`config.mk`:
```
export PLATFORM = sky130hd
export DESIGN_NAME = cpu_divide_seq
export DESIGN_NICKNAME = d
export VERILOG_FILES = /design/src/rtl/cpu_divide_seq.sv
export SDC_FILE = /design/constraint.sdc
export NUM_CORES = 1
export LEC_CHECK = 0
export BUFFER_PORTS_ARGS = -buffer_cell sky130_fd_sc_hd__buf_4
export CAP_MARGIN = 5
export CORE_ASPECT_RATIO = 0.9
export CORE_UTILIZATION = 47
export CTS_CLUSTER_DIAMETER = 120
export DETAILED_ROUTE_END_ITERATION = 12
export HOLD_SLACK_MARGIN = 0.02
export PLACE_DENSITY = 0.65
export SETUP_SLACK_MARGIN = 0.2
export SYNTH_ARGS = -nofsm -noshare
export SYNTH_HDL_FRONTEND = slang
export SYNTH_SLANG_ARGS = --single-unit
```
`constraint.sdc`:
```
create_clock -name i_clock -period 2.8 [get_ports i_clock]
set_input_delay 0.28 -clock i_clock [delete_from_list [all_inputs] [get_ports i_clock]]
set_output_delay 0.28 -clock i_clock [all_outputs]
set_load 0.005 [all_outputs]
```
`src/rtl/cpu_divide_seq.sv`:
```
// cpu_divide_seq -- multi-cycle restoring divider for the CPU execute stage.
//
// Takes one signed or unsigned division per accepted request. It retires
// BITS_PER_CYCLE quotient bits per ITER cycle and returns the quotient and
// remainder with a one-cycle o_valid pulse. It uses RISC-V semantics:
//   x / 0          -> quotient all ones, remainder x
//   MIN / -1       -> quotient MIN, remainder 0 (signed only)
// The quotient truncates toward zero. A nonzero remainder takes the sign of
// the numerator.
//
// Optional build macro CPU_DIVIDE_FAST_SPECIAL_EN: when defined, divide-by-zero
// and signed overflow skip ITER/FIX and go from PREP straight to DONE.
// Otherwise they take the full path. The results are the same either way.
//
// Parameters
//   WIDTH           operand/result width (>= 4, even)
//   BITS_PER_CYCLE  quotient bits per iteration (1, 2 or 4; divides WIDTH)
// Ports
//   i_clock        clock, rising edge
//   i_reset        synchronous active-high reset
//   i_request      start, taken only while o_ready
//   i_signed       1 = two's complement operands
//   i_numerator    dividend
//   i_denominator  divisor
//   o_ready        high in IDLE and DONE
//   o_valid        one-cycle pulse (DONE); results valid
//   o_result       quotient, held until next o_valid
//   o_remainder    remainder, held until next o_valid

module cpu_divide_seq #(
    parameter int WIDTH          = 32,
    parameter int BITS_PER_CYCLE = 1
) (
    input  logic             i_clock,
    input  logic             i_reset,
    input  logic             i_request,
    input  logic             i_signed,
    input  logic [WIDTH-1:0] i_numerator,
    input  logic [WIDTH-1:0] i_denominator,
    output logic             o_ready,
    output logic             o_valid,
    output logic [WIDTH-1:0] o_result,
    output logic [WIDTH-1:0] o_remainder
);

    localparam int N     = WIDTH / BITS_PER_CYCLE;
    localparam int CNT_W = (N > 1) ? $clog2(N) : 1;
    localparam logic [CNT_W-1:0] CNT_LAST = CNT_W'(N - 1);
    localparam logic [WIDTH-1:0] MIN_VAL  = {1'b1, {(WIDTH-1){1'b0}}};

    localparam logic [2:0] S_IDLE = 3'd0;
    localparam logic [2:0] S_PREP = 3'd1;
    localparam logic [2:0] S_ITER = 3'd2;
    localparam logic [2:0] S_FIX  = 3'd3;
    localparam logic [2:0] S_DONE = 3'd4;

    typedef struct packed {
        logic             sgn;
        logic [WIDTH-1:0] num;
        logic [WIDTH-1:0] den;
    } req_t;

    logic [2:0]       state;
    logic [CNT_W-1:0] cnt;
    req_t             req_q;
    req_t             req_in;
    logic [WIDTH-1:0] rem_q;    // partial remainder
    logic [WIDTH-1:0] quo_q;    // numerator bits shift out the top, quotient bits shift in
    logic [WIDTH-1:0] den_mag;

    assign req_in  = {i_signed, i_numerator, i_denominator};
    assign o_ready = (state == S_IDLE) || (state == S_DONE);
    assign o_valid = (state == S_DONE);

    // req_q only changes on accept, so the sign and special-case terms stay
    // stable for the whole operation and need no registers of their own.
    logic             num_neg, den_neg, is_zero, is_ovf;
    logic [WIDTH-1:0] num_abs, den_abs, spec_q, spec_r;

    always_comb begin
        num_neg = req_q.sgn & req_q.num[WIDTH-1];
        den_neg = req_q.sgn & req_q.den[WIDTH-1];
        // Negating MIN gives MIN back, which is the correct unsigned magnitude.
        num_abs = num_neg ? -req_q.num : req_q.num;
        den_abs = den_neg ? -req_q.den : req_q.den;
        is_zero = (req_q.den == '0);
        is_ovf  = req_q.sgn && (req_q.num == MIN_VAL) && (req_q.den == '1);
        spec_q  = is_zero ? '1 : MIN_VAL;
        spec_r  = is_zero ? req_q.num : '0;
    end

    // Unrolled restoring steps. The trial value is one bit wider than the
    // remainder, so the compare against the divisor cannot overflow.
    logic [WIDTH-1:0] rem_nx, quo_nx;
    logic [WIDTH:0]   trial;
    logic [WIDTH+1:0] diff;

    always_comb begin
        rem_nx = rem_q;
        quo_nx = quo_q;
        trial  = '0;
        diff   = '0;
        for (int i = 0; i < BITS_PER_CYCLE; i++) begin
            trial  = {rem_nx, quo_nx[WIDTH-1]};
            diff   = {1'b0, trial} - {2'b00, den_mag};
            quo_nx = {quo_nx[WIDTH-2:0], ~diff[WIDTH+1]};
            rem_nx = diff[WIDTH+1] ? trial[WIDTH-1:0] : diff[WIDTH-1:0];
        end
    end

    logic [WIDTH-1:0] fix_q, fix_r;

    always_comb begin
        fix_q = (num_neg ^ den_neg) ? -quo_q : quo_q;
        fix_r = num_neg ? -rem_q : rem_q;
        if (is_zero || is_ovf) begin
            fix_q = spec_q;
            fix_r = spec_r;
        end
    end

    always_ff @(posedge i_clock) begin
        if (i_reset) begin
            state       <= S_IDLE;
            cnt         <= '0;
            req_q       <= '0;
            rem_q       <= '0;
            quo_q       <= '0;
            den_mag     <= '0;
            o_result    <= '0;
            o_remainder <= '0;
        end else begin
            case (state)
                S_IDLE: begin
                    if (i_request) begin
                        req_q <= req_in;
                        state <= S_PREP;
                    end
                end
                S_PREP: begin
                    rem_q   <= '0;
                    quo_q   <= num_abs;
                    den_mag <= den_abs;
                    cnt     <= CNT_LAST;
`ifdef CPU_DIVIDE_FAST_SPECIAL_EN
                    if (is_zero || is_ovf) begin
                        o_result    <= spec_q;
                        o_remainder <= spec_r;
                        state       <= S_DONE;
                    end else begin
                        state <= S_ITER;
                    end
`else
                    state <= S_ITER;
`endif
                end
                S_ITER: begin
                    rem_q <= rem_nx;
                    quo_q <= quo_nx;
                    if (cnt == '0) state <= S_FIX;
                    else           cnt   <= cnt - 1'b1;
                end
                S_FIX: begin
                    o_result    <= fix_q;
                    o_remainder <= fix_r;
                    state       <= S_DONE;
                end
                S_DONE: begin
                    if (i_request) begin
                        req_q <= req_in;
                        state <= S_PREP;
                    end else begin
                        state <= S_IDLE;
                    end
                end
                default: state <= S_IDLE;
            endcase
        end
    end

endmodule

```
# == Word level (Yosys, flattened, before mapping) ==
# Index checks and enable logic that the tools add are counted.
# classes
n_addsub,6
eq_ne,9
mux,17
bitwise_logic,4
n_reduce_logical,12
# op_table
operator,count
two-way mux 32 bit,8
negator 32 bit,4
one-hot mux 32 bit (2 select lines),2
== test 32 bit (second input constant),2
subtractor 33 x 32 -> 34 bit,1
zero test 32 bit,1
two-way mux 31 bit,1
one-hot mux 3 bit (5 select lines),1
one-hot mux 5 bit (2 select lines),1
== test 3 x 2 -> 1 bit (second input constant),2
two-way mux 3 bit,2
!= test 2 bit (second input constant),3
AND reduction 2 bit,3
zero test 5 bit,1
two-way mux 5 bit,1
subtractor 5 x 1 -> 5 bit (second input constant),1
== test 3 x 1 -> 1 bit (second input constant),1
== test 3 bit (second input constant),1
zero test 3 bit,1
AND 1 bit,2
logical AND 1 bit,2
logical OR 1 bit,2
nonzero test 2 bit,1
OR reduction 2 bit,1
3 further kinds,3
# totals
ff_bits,233

# == Depth between registers and ports, before layout ==
# logic_depth
ltp_word,5
mapped_depth,14
mapped_depth_nobuf,13

# == Worst setup path after synthesis ==
# Ideal clock, no wire load.
# synth_path
kind,reg2reg
startpoint,reg rem_q[0]
endpoint,reg rem_q[17]
t_arrival_ps,2731
required_time_ps,2672
setup_slack_ps,-59
path_stages_with_launch,13
n_path_buf,2
synth_period_minus_slack_ps,2859
cell_sequence,dfxtp_1 > ha_1 > nor2b_1 > o31a_1 > o31a_2 > a21oi_1 > o31a_1 > o221ai_2 > a31oi_2 > buf_4 > buf_4 > mux2i_1 > o21ai_0
# synth_between
elab_chain_len,3
# synth_rtl
item,line_no,text
from (decl),67,logic [WIDTH-1:0] rem_q;
from (signal assigned),158,rem_q <= rem_nx;
subtractor 33 x 32 -> 34 bit,105,"diff = {1'b0, trial} - {2'b00, den_mag};"
two-way mux 32 bit,107,rem_nx = diff[WIDTH+1] ? trial[WIDTH-1:0] : diff[WIDTH-1:0];
one-hot mux 32 bit (2 select lines),133,case (state)
# Every way passes these cells.
# A chain may end at the register's enable or synchronous reset.

# == Worst setup path in the final report ==
# layout_path
startpoint,reg den_mag[1]
endpoint,reg rem_q[25]
# layout_between
elab_chain_len,3
# layout_rtl
item,line_no,text
from (decl),69,logic [WIDTH-1:0] den_mag;
from (signal assigned),143,den_mag <= den_abs;
subtractor 33 x 32 -> 34 bit,105,
two-way mux 32 bit,107,
one-hot mux 32 bit (2 select lines),133,
# Every way passes these cells.

==> flow_summary.yaml <==
run_status:
  outcome: "finished, violations left"
  violations: "negative setup slack"
clock_network:
  clk_latency_ns: 0.54
  htreeDepth: 1
  clockBufferDepth: 3
  clk_pin_slew_ns: 0.06
  cts-root-buf: "clkbuf_16"
  cts_tree: "yes"
  numCtsBuffers: 26
  cts.sinks: 233
timing:
  relSlewSlack: 0.426
  finalCriticalPeriod_ns: 2.83
  skew_ns: 0.0143
  rsz0062_at_grt: "yes"
  setup_ws_ns: -0.0283
  slew_violations: 0
  setup_violations: 5
  fmax_mhz: 354
  hold_viol: 0
  hold_slack_ns: 0.0415
  tightest_slew_ns: 0.861
  fin_crit_sh: 1.01
synth:
  seq_area_frac_synth: 0.345
  synth.distinct_cells: 81
  synth_top_cell_area_share: 0.345
  yosys.cell_count.top_type: "nand2_1"
  synth_area_leaders: "dfxtp_1 (34%), nand2_1 (7.5%), a21oi_1 (6.4%)"
  synth_cells: 1727
  synthesis.area_um2: 13500
  avgSynthCellArea_um2: 7.83
  synthesis.nets: 1835
  yosysWarnings: 0
  synth-seq-cells: 233
  synth_common_cells: "nand2_1 (272), dfxtp_1 (233), a21oi_1 (172)"
  yosys.area.top_type: "dfxtp_1"
  synth_edf_count: 0
  synth_ff_type: "dfxtp_1"
  async_reset_ff_frac: 0
die:
  rows: 58
  fp.dieW_um: 181
  fp.dieArea_um2: 29500
  die_h_um: 163
  coreArea_um2: 28100
  start_util: 0.482
  boundaryPins: 134
grt:
  antenna_found_initial: 0
  grt_pass1_vias: 12800
  track_usage: 0.290
  grt_max_degree: 80
  grt_overflow: 0
  grt_first_pass_wirelength_um: 68800
worst_setup_path:
  worst_ep_arrival_time_ns: 3.22
  required_ns: 3.19
  worstSetupEndpointType: "register"
  worst_setup_path_start_kind: "register"
  reg2reg_depth: 14
  cp-startpoint: "den_mag[1]"
  crit_fanout: 8
  path_class: "reg2reg"
  r2r-start: "den_mag[1]"
placement:
  dp_slack_ns: -0.100
  place_inst: 2257
  routabilityCongestion: 0.923
  port_buffers: 133
  dp_hpwl_um: 29800
cells_and_area:
  num_antenna_cells: 0
  fillers: 2152
  drive_gt1_frac: 0.298
  nets: 2166
  fin_cells: 2438
  seqCellArea_um2: 4690
  area_delta_synth_final_pct: 43.1
  multi_input_area_um2: 9200
pwr:
  powerDensity_nw_per_um2: 841
  p_leak_nw: 7.83
  ir_worst_vdd_mv: 0.517
min_path:
  worstHoldPathCells: 3
  hp-start: "i_numerator[25]"
  hold_class: "in2reg"
drt:
  firstDrtPassIters: 7
  wl_per_cell_um: 18.5
  routed_wl_um: 45200
  drc_errors: 0
  vias: 14100
  antenna_left: 0
  drt_iter0_drc: 1314
  viasPerCell: 5.77
flow_run:
  maxCapViolCount: 0
[kinds of logic after synthesis]
group / Yosys count / synth area share
muxes: 27 / 0.0203
xor gates and xnor gates: 141 / 0.0913
DFF: 233 / 0.345
and+or+nand+nor: 635 / 0.215
AOI/OAI and AO/OA: 463 / 0.235
buffers and inverters: 188 / 0.0560
adders and majority gates: 40 / 0.0375
[layer usage]
layer,track usage,routed length [um],part of all wire
met2,0.455,19900,0.44
met3,0.0586,3760,0.083
met1,0.400,20200,0.45
met4,0.0828,1240,0.027
met5,0.0150,58,0.0013
[area by class of cell]
type | instances | area share
multi-input combinational | 1306 | 0.475
sequential | 233 | 0.242
inverter | 64 | 0.0124
clock inverter | 8 | 0.00640
tap | 360 | 0.0233
timing repair buffer | 427 | 0.199
clock buffer | 40 | 0.0416
[worst paths after layout]
kind / endpoint / slack (ns)
min reg2reg: den_mag[31] / 0.47
max: rem_q[25] / -0.03
min: req_q[57] / 0.04
max reg2reg: rem_q[25] / -0.03
[worst max-delay path: stages (launching register included)]
cell and delay, ns:
dfxtp_2 0.32, inv_2 0.08, ha_4 0.19, nor2b_4 0.12, o31a_1 0.27, o31a_2 0.34
a21oi_2 0.16, o31a_1 0.22, o221ai_4 0.13, a31oi_4 0.19, buf_12 0.17, buf_8 0.14
buf_6 0.10, mux2i_1 0.17, o21ai_1 0.07
[per-stage QoR]
stage	power, W	utilization	cell area, um2	TNS [ns]
detailed placement	0.0106	0.565	15900	-1.13
floorplan	0.00844	-	13600	0
global placement	0.0105	0.565	15900	-0.147
CTS	0.0153	0.659	18500	-0.964
finish	0.0163	0.689	19400	-0.0748
global route	0.0171	0.689	19400	-1.99
[timing repair]
action,in CTS,in global routing
endpoints found under the setup margin,84,102
endpoints found under the hold margin,57,1
pin swaps,65,64
cloned,6,4
hold buffers,57,1
gates resized for setup,134,126
buffers inserted,41,24
[state kept, by name, indices dropped and copies added (netlist names)]
| signal | flops |
|---|---|
| o_result | 32 |
| req_q | 65 |
| rem_q | 32 |
| o_remainder | 32 |
| cnt | 5 |
| quo_q | 32 |
| state | 3 |
| den_mag | 32 |
[placed cells by master (no fill, tap or decap), types with 9 or more instances in the layout]
| master | count |
|---|---|
| nor3_2 | 23 |
| o21ai_1 | 22 |
| nor2_1 | 166 |
| a211oi_2 | 11 |
| buf_4 | 307 |
| buf_12 | 14 |
| nand2_1 | 268 |
| or3_1 | 9 |
| dlygate4sd3_1 | 58 |
| nand4_1 | 9 |
| a311oi_2 | 29 |
| inv_1 | 55 |
| nand2b_1 | 11 |
| ha_4 | 10 |
| xnor2_1 | 71 |
| nand3_1 | 15 |
| ha_1 | 29 |
| a221oi_4 | 16 |
| o21ai_0 | 43 |
| nor3_1 | 40 |
| xor2_1 | 70 |
| a21oi_1 | 163 |
| o31ai_1 | 19 |
| mux2i_1 | 24 |
| nor3_4 | 9 |
| dfxtp_2 | 14 |
| clkbuf_16 | 30 |
| buf_6 | 34 |
| dfxtp_1 | 218 |
| a22oi_1 | 30 |
| inv_2 | 9 |
| a211oi_1 | 34 |
[where the power goes]
| part | internal (W) | switching [W] |
|---|---|---|
| sequential | 0.00373 | 0.000400 |
| combinational | 0.00411 | 0.00437 |
| clock | 0.00225 | 0.00142 |
No activity file was read; power rests on OpenSTA's default activity.
